**src/rtl/cpu_mux_pkg.sv**
```systemverilog
// -----------------------------------------------------------------------------
// cpu_mux_pkg
// Shared definitions for the operand-select pipeline blocks:
//   - DATA_W   : default datapath word width
//   - ST_*     : skid-buffer state encoding (2'd3 is illegal, recovers to EMPTY)
//   - clog2()  : constant-evaluable ceiling log2 used to size select ports
// -----------------------------------------------------------------------------
package cpu_mux_pkg;

    localparam int DATA_W = 32;

    localparam logic [1:0] ST_EMPTY = 2'd0;
    localparam logic [1:0] ST_ONE   = 2'd1;
    localparam logic [1:0] ST_TWO   = 2'd2;

    // Smallest r with 2**r >= n; callers guarantee n >= 2.
    function automatic int clog2(input int n);
        int r;
        r = 0;
        for (int i = 0; i < 31; i++) begin
            if ((1 << i) < n) r = i + 1;
        end
        return r;
    endfunction

endpackage

```
**src/rtl/mux_skid_buffer.sv**
```systemverilog
// -----------------------------------------------------------------------------
// mux_skid_buffer
// Generic 2-entry valid/ready skid buffer. in_ready and out_valid are decoded
// only from the registered state, so there is no combinational path from
// out_ready to in_ready. Entries leave in strict FIFO order; the output
// register (main) is always the head.
// Ports:
//   clk        rising-edge clock
//   rst        synchronous active-high reset (drops all entries)
//   in_data    entry offered by upstream
//   in_valid   upstream offers in_data
//   in_ready   buffer can take an entry this cycle (registered decode)
//   out_data   head entry (main register)
//   out_valid  out_data holds a live entry
//   out_ready  downstream takes the head entry
// -----------------------------------------------------------------------------
module mux_skid_buffer
    import cpu_mux_pkg::*;
#(
    parameter int DW = DATA_W + 1
) (
    input  logic          clk,
    input  logic          rst,
    input  logic [DW-1:0] in_data,
    input  logic          in_valid,
    output logic          in_ready,
    output logic [DW-1:0] out_data,
    output logic          out_valid,
    input  logic          out_ready
);

    logic [1:0]    state_q, state_d;
    logic [DW-1:0] main_q,  main_d;
    logic [DW-1:0] skid_q,  skid_d;
    logic          accept;
    logic          pop;

    assign in_ready  = (state_q != ST_TWO);
    assign out_valid = (state_q != ST_EMPTY);
    assign out_data  = main_q;

    assign accept = in_valid & in_ready;
    assign pop    = out_valid & out_ready;

    always_comb begin
        state_d = state_q;
        main_d  = main_q;
        skid_d  = skid_q;
        case (state_q)
            ST_EMPTY: begin
                if (accept) begin
                    main_d  = in_data;
                    state_d = ST_ONE;
                end
            end
            ST_ONE: begin
                if (accept && pop) begin
                    main_d = in_data;
                end else if (accept) begin
                    // Head is stalled: park the newcomer behind it.
                    skid_d  = in_data;
                    state_d = ST_TWO;
                end else if (pop) begin
                    state_d = ST_EMPTY;
                end
            end
            ST_TWO: begin
                if (pop) begin
                    main_d  = skid_q;
                    state_d = ST_ONE;
                end
            end
            default: begin
                state_d = ST_EMPTY;
            end
        endcase
    end

    always_ff @(posedge clk) begin
        if (rst) begin
            state_q <= ST_EMPTY;
            main_q  <= '0;
            skid_q  <= '0;
        end else begin
            state_q <= state_d;
            main_q  <= main_d;
            skid_q  <= skid_d;
        end
    end

endmodule

```
**src/rtl/pipe_mux.sv**
```systemverilog
// -----------------------------------------------------------------------------
// pipe_mux
// NUM_IN-to-1, WIDTH-bit operand selector with a registered, back-pressured
// output. A combinational front end picks the word and flags out-of-range
// selects; {err, word} then travels through a 2-entry skid buffer as a single
// entry. Out-of-range accepts are counted in a saturating counter.
// Ports:
//   clk        rising-edge clock
//   rst        synchronous active-high reset
//   in_data    flattened inputs, word i at in_data[i*WIDTH +: WIDTH]
//   sel        input index, sampled with in_data on accept
//   in_valid   upstream offers {in_data, sel}
//   in_ready   block can accept this cycle (registered)
//   out_data   selected word (0 for an out-of-range select)
//   out_err    out_data came from an out-of-range select
//   out_valid  out_data / out_err are valid
//   out_ready  downstream takes the output
//   err_count  saturating count of accepted out-of-range selects
// -----------------------------------------------------------------------------
module pipe_mux
    import cpu_mux_pkg::*;
#(
    parameter  int WIDTH  = DATA_W,
    parameter  int NUM_IN = 32,
    parameter  int CNT_W  = 8,
    localparam int SEL_W  = clog2(NUM_IN)
) (
    input  logic                    clk,
    input  logic                    rst,
    input  logic [NUM_IN*WIDTH-1:0] in_data,
    input  logic [SEL_W-1:0]        sel,
    input  logic                    in_valid,
    output logic                    in_ready,
    output logic [WIDTH-1:0]        out_data,
    output logic                    out_err,
    output logic                    out_valid,
    input  logic                    out_ready,
    output logic [CNT_W-1:0]        err_count
);

    localparam logic [CNT_W-1:0] CNT_MAX = '1;

    logic [31:0]      sel_ext;
    logic             in_range;
    logic [WIDTH-1:0] word;
    logic [WIDTH:0]   buf_in;
    logic [WIDTH:0]   buf_out;
    logic             accept;
    logic [CNT_W-1:0] err_cnt_q, err_cnt_d;

    assign sel_ext  = 32'(sel);
    // Always true when NUM_IN is a power of two; the error path then folds away.
    assign in_range = (sel_ext < 32'(NUM_IN));

    // One-hot style compare keeps every index in bounds; no match leaves word at 0.
    always_comb begin
        word = '0;
        for (int i = 0; i < NUM_IN; i++) begin
            if (sel_ext == 32'(i)) word = in_data[i*WIDTH +: WIDTH];
        end
    end

    assign buf_in = {~in_range, word};

    mux_skid_buffer #(
        .DW (WIDTH + 1)
    ) u_skid (
        .clk       (clk),
        .rst       (rst),
        .in_data   (buf_in),
        .in_valid  (in_valid),
        .in_ready  (in_ready),
        .out_data  (buf_out),
        .out_valid (out_valid),
        .out_ready (out_ready)
    );

    assign out_err  = buf_out[WIDTH];
    assign out_data = buf_out[WIDTH-1:0];

    assign accept = in_valid & in_ready;

    always_comb begin
        err_cnt_d = err_cnt_q;
        if (accept && !in_range && (err_cnt_q != CNT_MAX)) begin
            err_cnt_d = err_cnt_q + CNT_W'(1);
        end
    end

    always_ff @(posedge clk) begin
        if (rst) begin
            err_cnt_q <= '0;
        end else begin
            err_cnt_q <= err_cnt_d;
        end
    end

    assign err_count = err_cnt_q;

endmodule

```
**config.mk**
```make
export PLATFORM = sky130hd
export DESIGN_NAME = pipe_mux
export DESIGN_NICKNAME = d
export VERILOG_FILES = /design/src/rtl/cpu_mux_pkg.sv /design/src/rtl/mux_skid_buffer.sv /design/src/rtl/pipe_mux.sv
export SDC_FILE = /design/constraint.sdc
export NUM_CORES = 1
export LEC_CHECK = 0
export CAP_MARGIN = 0
export CORE_AREA = 2 2 414 416
export DETAILED_ROUTE_END_ITERATION = 8
export DIE_AREA = 0 0 416 418
export PLACE_DENSITY = 0.3
export SYNTH_ARGS = -nofsm -noshare
export SYNTH_HDL_FRONTEND = slang
export SYNTH_SLANG_ARGS = --single-unit
```
**constraint.sdc**
```tcl
create_clock -name clk -period 3.1 [get_ports clk]
set_input_delay 0.465 -clock clk [delete_from_list [all_inputs] [get_ports clk]]
set_output_delay 0.465 -clock clk [all_outputs]
set_load 0.05 [all_outputs]
```
### Yosys cells after proc, flatten, opt, wreduce, memory -nomap -nowiden

Cells that the tools add are included.

| operators by class | value |
|---|---|
| equality and inequality tests | 40 |
| reductions and logical operators | 11 |
| $lt $le $gt $ge | 1 |
| add/subtract/negate cells | 1 |
| bitwise operators | 4 |
| mux-type cells | 42 |

Operator list:

| cell | count |
|---|---|
| two-way mux 32 bit | 32 |
| two-way mux 33 bit | 3 |
| case mux 33 bit (3 select lines) | 1 |
| == test 5 bit (second input constant) | 16 |
| == test 5 x 4 -> 1 bit (second input constant) | 8 |
| zero test 32 bit | 1 |
| == test 5 x 3 -> 1 bit (second input constant) | 4 |
| == test 5 x 2 -> 1 bit (second input constant) | 2 |
| two-way mux 2 bit | 5 |
| adder 8 x 1 -> 8 bit (second input constant) | 1 |
| inequality test 8 bit (second input constant) | 1 |
| AND reduction 4 bit | 2 |
| < comparator 5 x 6 -> 1 bit (second input constant) | 1 |
| inequality test 2 bit (second input constant) | 3 |
| case mux 2 bit (3 select lines) | 1 |
| == test 5 x 1 -> 1 bit (second input constant) | 1 |
| inequality test 2 x 1 -> 1 bit (second input constant) | 2 |
| logical AND 1 bit | 3 |
| inequality test 3 x 2 -> 1 bit (second input constant) | 1 |
| AND reduction 3 bit | 1 |
| nonzero test 3 bit | 1 |
| bitwise AND 1 bit | 2 |
| == test 2 x 1 -> 1 bit (second input constant) | 1 |
| == test 2 bit (second input constant) | 1 |
| 4 further kinds | 5 |

| storage, ports and cells | value |
|---|---|
| bits in registers | 76 |
| output and inout bits | 43 |
| input port bits | 1033 |

### Longest topological paths before layout

| logic depth | value |
|---|---|
| depth in word-level cells | 35 |
| mapped depth | 13 |
| mapped depth without buffers | 8 |

### Cells and area by module

From an unflattened synthesis, not the netlist that was laid out.

| second synthesis, totals | value |
|---|---|
| cells, all modules | 1874 |
| area total of the unflattened synthesis | 12848.6 um^2 |

Modules (own cells, without submodules):

| module | area an instance (um^2) | cells each | seq. area each (um^2) | instances |
|---|---|---|---|---|
| pipe_mux | 9769.4 | 1557 | 0.0 | 1 |
| mux_skid_buffer | 3079.2 | 317 | 1361.3 | 1 |

### Worst setup path after synthesis

Ideal clock, no wire load.

| timing path | value |
|---|---|
| kind | input to register |
| start point | input port sel[0] |
| end point | register u_skid.skid_q[1] |
| setup slack | 0.672 ns |
| stages on the path | 11 |
| library setup time | 0.134 ns |
| data arrival time | 2.294 ns |
| path buffers | 3 |
| data required time | 2.966 ns |
| cell sequence | buf_2 or2_1 buf_2 buf_6 nor3_2 nor4_1 a2111oi_2 o21ai_1 a221o_1 a31oi_1 a211oi_1 |

| between the ends | value |
|---|---|
| longest elaborated chain between the ends | 33 |

RTL lines:

| item | RTL line | source |
|---|---|---|
| start: declaration | pipe_mux.sv:31 | `input logic [SEL_W-1:0] sel,` |
| zero test 32 bit | pipe_mux.sv:59 | `if (sel_ext == 32'(i)) word = in_data[i*WIDTH +: WIDTH];` |
| two-way mux 32 bit (31 in a row) | pipe_mux.sv:59 |  |
| two-way mux 32 bit (*) | pipe_mux.sv:59 |  |
| end signal: assignment | mux_skid_buffer.sv:87 | `skid_q <= skid_d;` |
| end: declaration | mux_skid_buffer.sv:34 | `logic [DW-1:0] skid_q, skid_d;` |

Every way passes the cells marked *; elsewhere a longest branch is shown, timed or not.
A chain may end at the register's enable or synchronous reset.

### Final worst setup path

| timing path | value |
|---|---|
| start point | input port sel[3] |
| end point | register u_skid.main_q[10] (netlist: u_skid.out_data[10]) |

| between the ends | value |
|---|---|
| longest elaborated chain between the ends | 35 |

RTL lines:

| item | RTL line | source |
|---|---|---|
| zero test 32 bit | pipe_mux.sv:59 |  |
| two-way mux 32 bit (31 in a row) | pipe_mux.sv:59 |  |
| two-way mux 32 bit (*) | pipe_mux.sv:59 |  |
| two-way mux 33 bit (on tied branches) | mux_skid_buffer.sv:57, mux_skid_buffer.sv:51 |  |
| case mux 33 bit (3 select lines) (*) | mux_skid_buffer.sv:49 | `case (state_q)` |
| end signal: assignment | mux_skid_buffer.sv:86 | `main_q <= main_d;` |
| end: declaration | mux_skid_buffer.sv:33 | `logic [DW-1:0] main_q, main_d;` |

Every way passes the cells marked *; elsewhere a longest branch is shown, timed or not. The select of a mux whose other input is x is not followed.

==> impl_metrics.json <==
{
  "fin_ws_ns": 0.0418,
  "numPortBuffers": 1066,
  "cts_tree": "yes",
  "worst_slew_pin_slew_ns": 0.935,
  "status": "completed",
  "clk_latency_ns": 0.36,
  "crit_type": "in -> reg",
  "drtIter0Drc": 1642,
  "crit_chain": "buf_4 -> buf_12 -> buf_4 -> buf_4 -> nand3_2 -> buf_4 -> buf_12 -> nor2_4 -> a222oi_1 -> nand3_1 -> a21o_1 -> o31ai_1 -> buf_12 -> o21ai_1 -> o211a_1",
  "cpMaxStageDelayCell": "o31ai_1",
  "fin_setup_tns_ns": 0,
  "grtUsageTotal": 0.225,
  "p_leak_nw": 11.1,
  "final.fill_count": 19111,
  "skew_ns": 0.0103,
  "rsz0062_at_grt": "no",
  "drtPass1Iterations": 7,
  "dpl_cell_area_um2": 29500,
  "clk_pin_slew_ns": 0.07,
  "max_freq_ghz": 0.327,
  "finalNonFillerCells": 5461,
  "avgRoutedWirePerCell_um": 37.5,
  "nNetsFinal": 4249,
  "core_um2": 169000,
  "clock_path_buffers": 2,
  "cts-buffers-inserted": 9,
  "finalMaxSlewViolations": 0,
  "finalCritPeriodShare": 0.987,
  "cap_violations": 0,
  "start_util": 0.0684,
  "p_per_area_nw_per_um2": 216,
  "crit_family": "compound AO/OA/AOI/OAI gates",
  "die_w_um": 416,
  "synth_flop_cell": "dfxtp_1",
  "syn_area_per_cell_um2": 6.69,
  "yosysSeqAreaShare": 0.114,
  "total_power_mw": 6.53,
  "endpoint_kind": "register",
  "seq_area_um2": 1320,
  "multi_input_area_um2": 9700,
  "stdcell_area_um2": 30300,
  "num_vias": 22293,
  "crit_fanout": 16,
  "pre_cts_ws_ns": -0.739,
  "timing.hold.ws_ns": 0.460,
  "ys_types": 93,
  "min_path_type": "reg -> reg",
  "totalWireLength_mm": 205,
  "cp_slowest_stage_delay_ns": 0.42,
  "netlist_area_um2": 11600,
  "hold_viol_final": 0,
  "placementRows": 151,
  "ys_async_sr_fraction": 0,
  "dieArea_um2": 174000,
  "dp_cells": 5422,
  "drive_gt1_frac": 0.232,
  "place.gp.congestion": 0.904,
  "synth_edf_count": 0,
  "areaGrowthSynthToFinish_pct": 162,
  "ys.warnings.count": 0,
  "ys_seq_elements": 66,
  "final_util": 0.179,
  "cts_root_buffer": "clkbuf_16",
  "grt_max_degree": 41,
  "grt_overflow": 0,
  "vdd_drop_max_mv": 0.254,
  "antenna_found_initial": 120,
  "path_common_cell": "buf_4",
  "path_buf_inv": 7,
  "antenna_left": 0,
  "crit_arrival_ns": 3.31,
  "hpwl_mm": 187,
  "ios": 1076,
  "setup_viol": 0,
  "grt_pass1_vias": 22851,
  "start_kind": "input port",
  "period_minus_slack_ns": 3.06,
  "grt_pass1_wl_mm": 254,
  "cp.required_ns": 3.35,
  "die_height_um": 418,
  "viasPerCell": 4.08,
  "htreeDepth": 3,
  "cts.sinks": 66,
  "max_slew_margin": 0.370,
  "netlist_instances": 1728,
  "remaining_drc_errors": 0
}
-- cells in the final DEF, fill, tap and decap left out, types with 16 or more instances in the layout --
cell / n
clkdlybuf4s50_1: 1060
buf_4: 520
a21oi_1: 166
o21ai_0: 149
o22ai_1: 124
nor2_1: 124
nand2_1: 110
a22oi_1: 101
buf_12: 72
nand3_1: 67
dfxtp_1: 66
a31oi_1: 30
a222oi_1: 29
a211oi_1: 27
o221ai_1: 27
nor3_1: 25
nand4_1: 23
diode_2: 22
a22o_1: 22
o211ai_1: 21
a221oi_1: 18
o22a_1: 16
-- area by class of cell --
class | count | share of cell area
antenna | 22 | 0.00182
clock inverter | 4 | 0.00397
timing repair buffer | 1657 | 0.529
sequential | 66 | 0.0436
clock buffer | 12 | 0.00880
multi-input combinational | 1475 | 0.320
tap | 2218 | 0.0917
inverter | 7 | 0.000868
-- Yosys cell counts (all sizes together), types with 16 or more instances --
cell type / instances / share of area
a21oi: 173 / 0.075
o21ai: 166 / 0.072
nor2: 150 / 0.055
o22ai: 132 / 0.071
buf: 127 / 0.069
nand2: 118 / 0.039
a22oi: 101 / 0.066
nand3: 68 / 0.030
dfxtp: 66 / 0.11
clkbuf: 61 / 0.020
a31oi: 36 / 0.019
nor3: 33 / 0.018
a211oi: 30 / 0.020
a222oi: 29 / 0.025
o221ai: 27 / 0.020
nand4: 23 / 0.012
a22o: 22 / 0.017
nor2b: 21 / 0.011
o211ai: 21 / 0.014
nor4: 20 / 0.011
or3: 19 / 0.011
a221oi: 18 / 0.014
o22a: 16 / 0.012
-- report_power, final --
group          total, mW  internal, mW  switching, mW
clock network       1.39         0.935          0.456
logic               4.17          2.15           2.03
registers          0.967         0.921         0.0467
total               6.53          4.00           2.53
-- sequential cells by signal (all words and copies together), names as in the netlist --
signal and cells:
u_skid.skid_q 32, u_skid.out_data 32, u_skid.state_q 2
-- logic make-up after synthesis --
group	share of synthesized area
compound gates	0.532
buf+inv	0.0908
flops	0.114
mux	0.0131
other cells	0.000324
simple gates	0.250
-- worst register-to-register path, delay by kind of cell, from the launching register on --
kind / cells / cell delay, ns
AOI/OAI and AO/OA: 4 / 0.83
DFF: 1 / 0.34
and+or+nand+nor: 2 / 0.42
buffers and inverters: 1 / 0.31
-- metal layers --
layer,global-route usage,vias up,wire length (um)
met4,0.0213,70,2280
met3,0.0463,216,12100
met2,0.419,945,106000
met1,0.272,11081,83800
met5,0,-,433
li1,-,9981,-
-- timing repair --
| item | 4_1_cts | 5_1_grt |
|---|---|---|
| pin swaps | 1 | 3 |
| gates resized for setup | 38 | 30 |
| hold buffers | 0 | 0 |
| setup buffers | 0 | 1 |
| setup endpoints to repair | 41 | 30 |
| endpoints found under the hold margin | 0 | 0 |
-- final timing paths --
check	end	slack, ns	from	cells past startpoint
max	u_skid.out_data[10]	0.04	sel[3]	15
min	u_skid.skid_q[21]	0.46	u_skid.skid_q[21]	2
max reg2reg	u_skid.out_data[12]	1.10	u_skid.state_q[1]	7
min reg2reg	u_skid.skid_q[21]	0.46	u_skid.skid_q[21]	2
(Power assumes the default switching activity.)
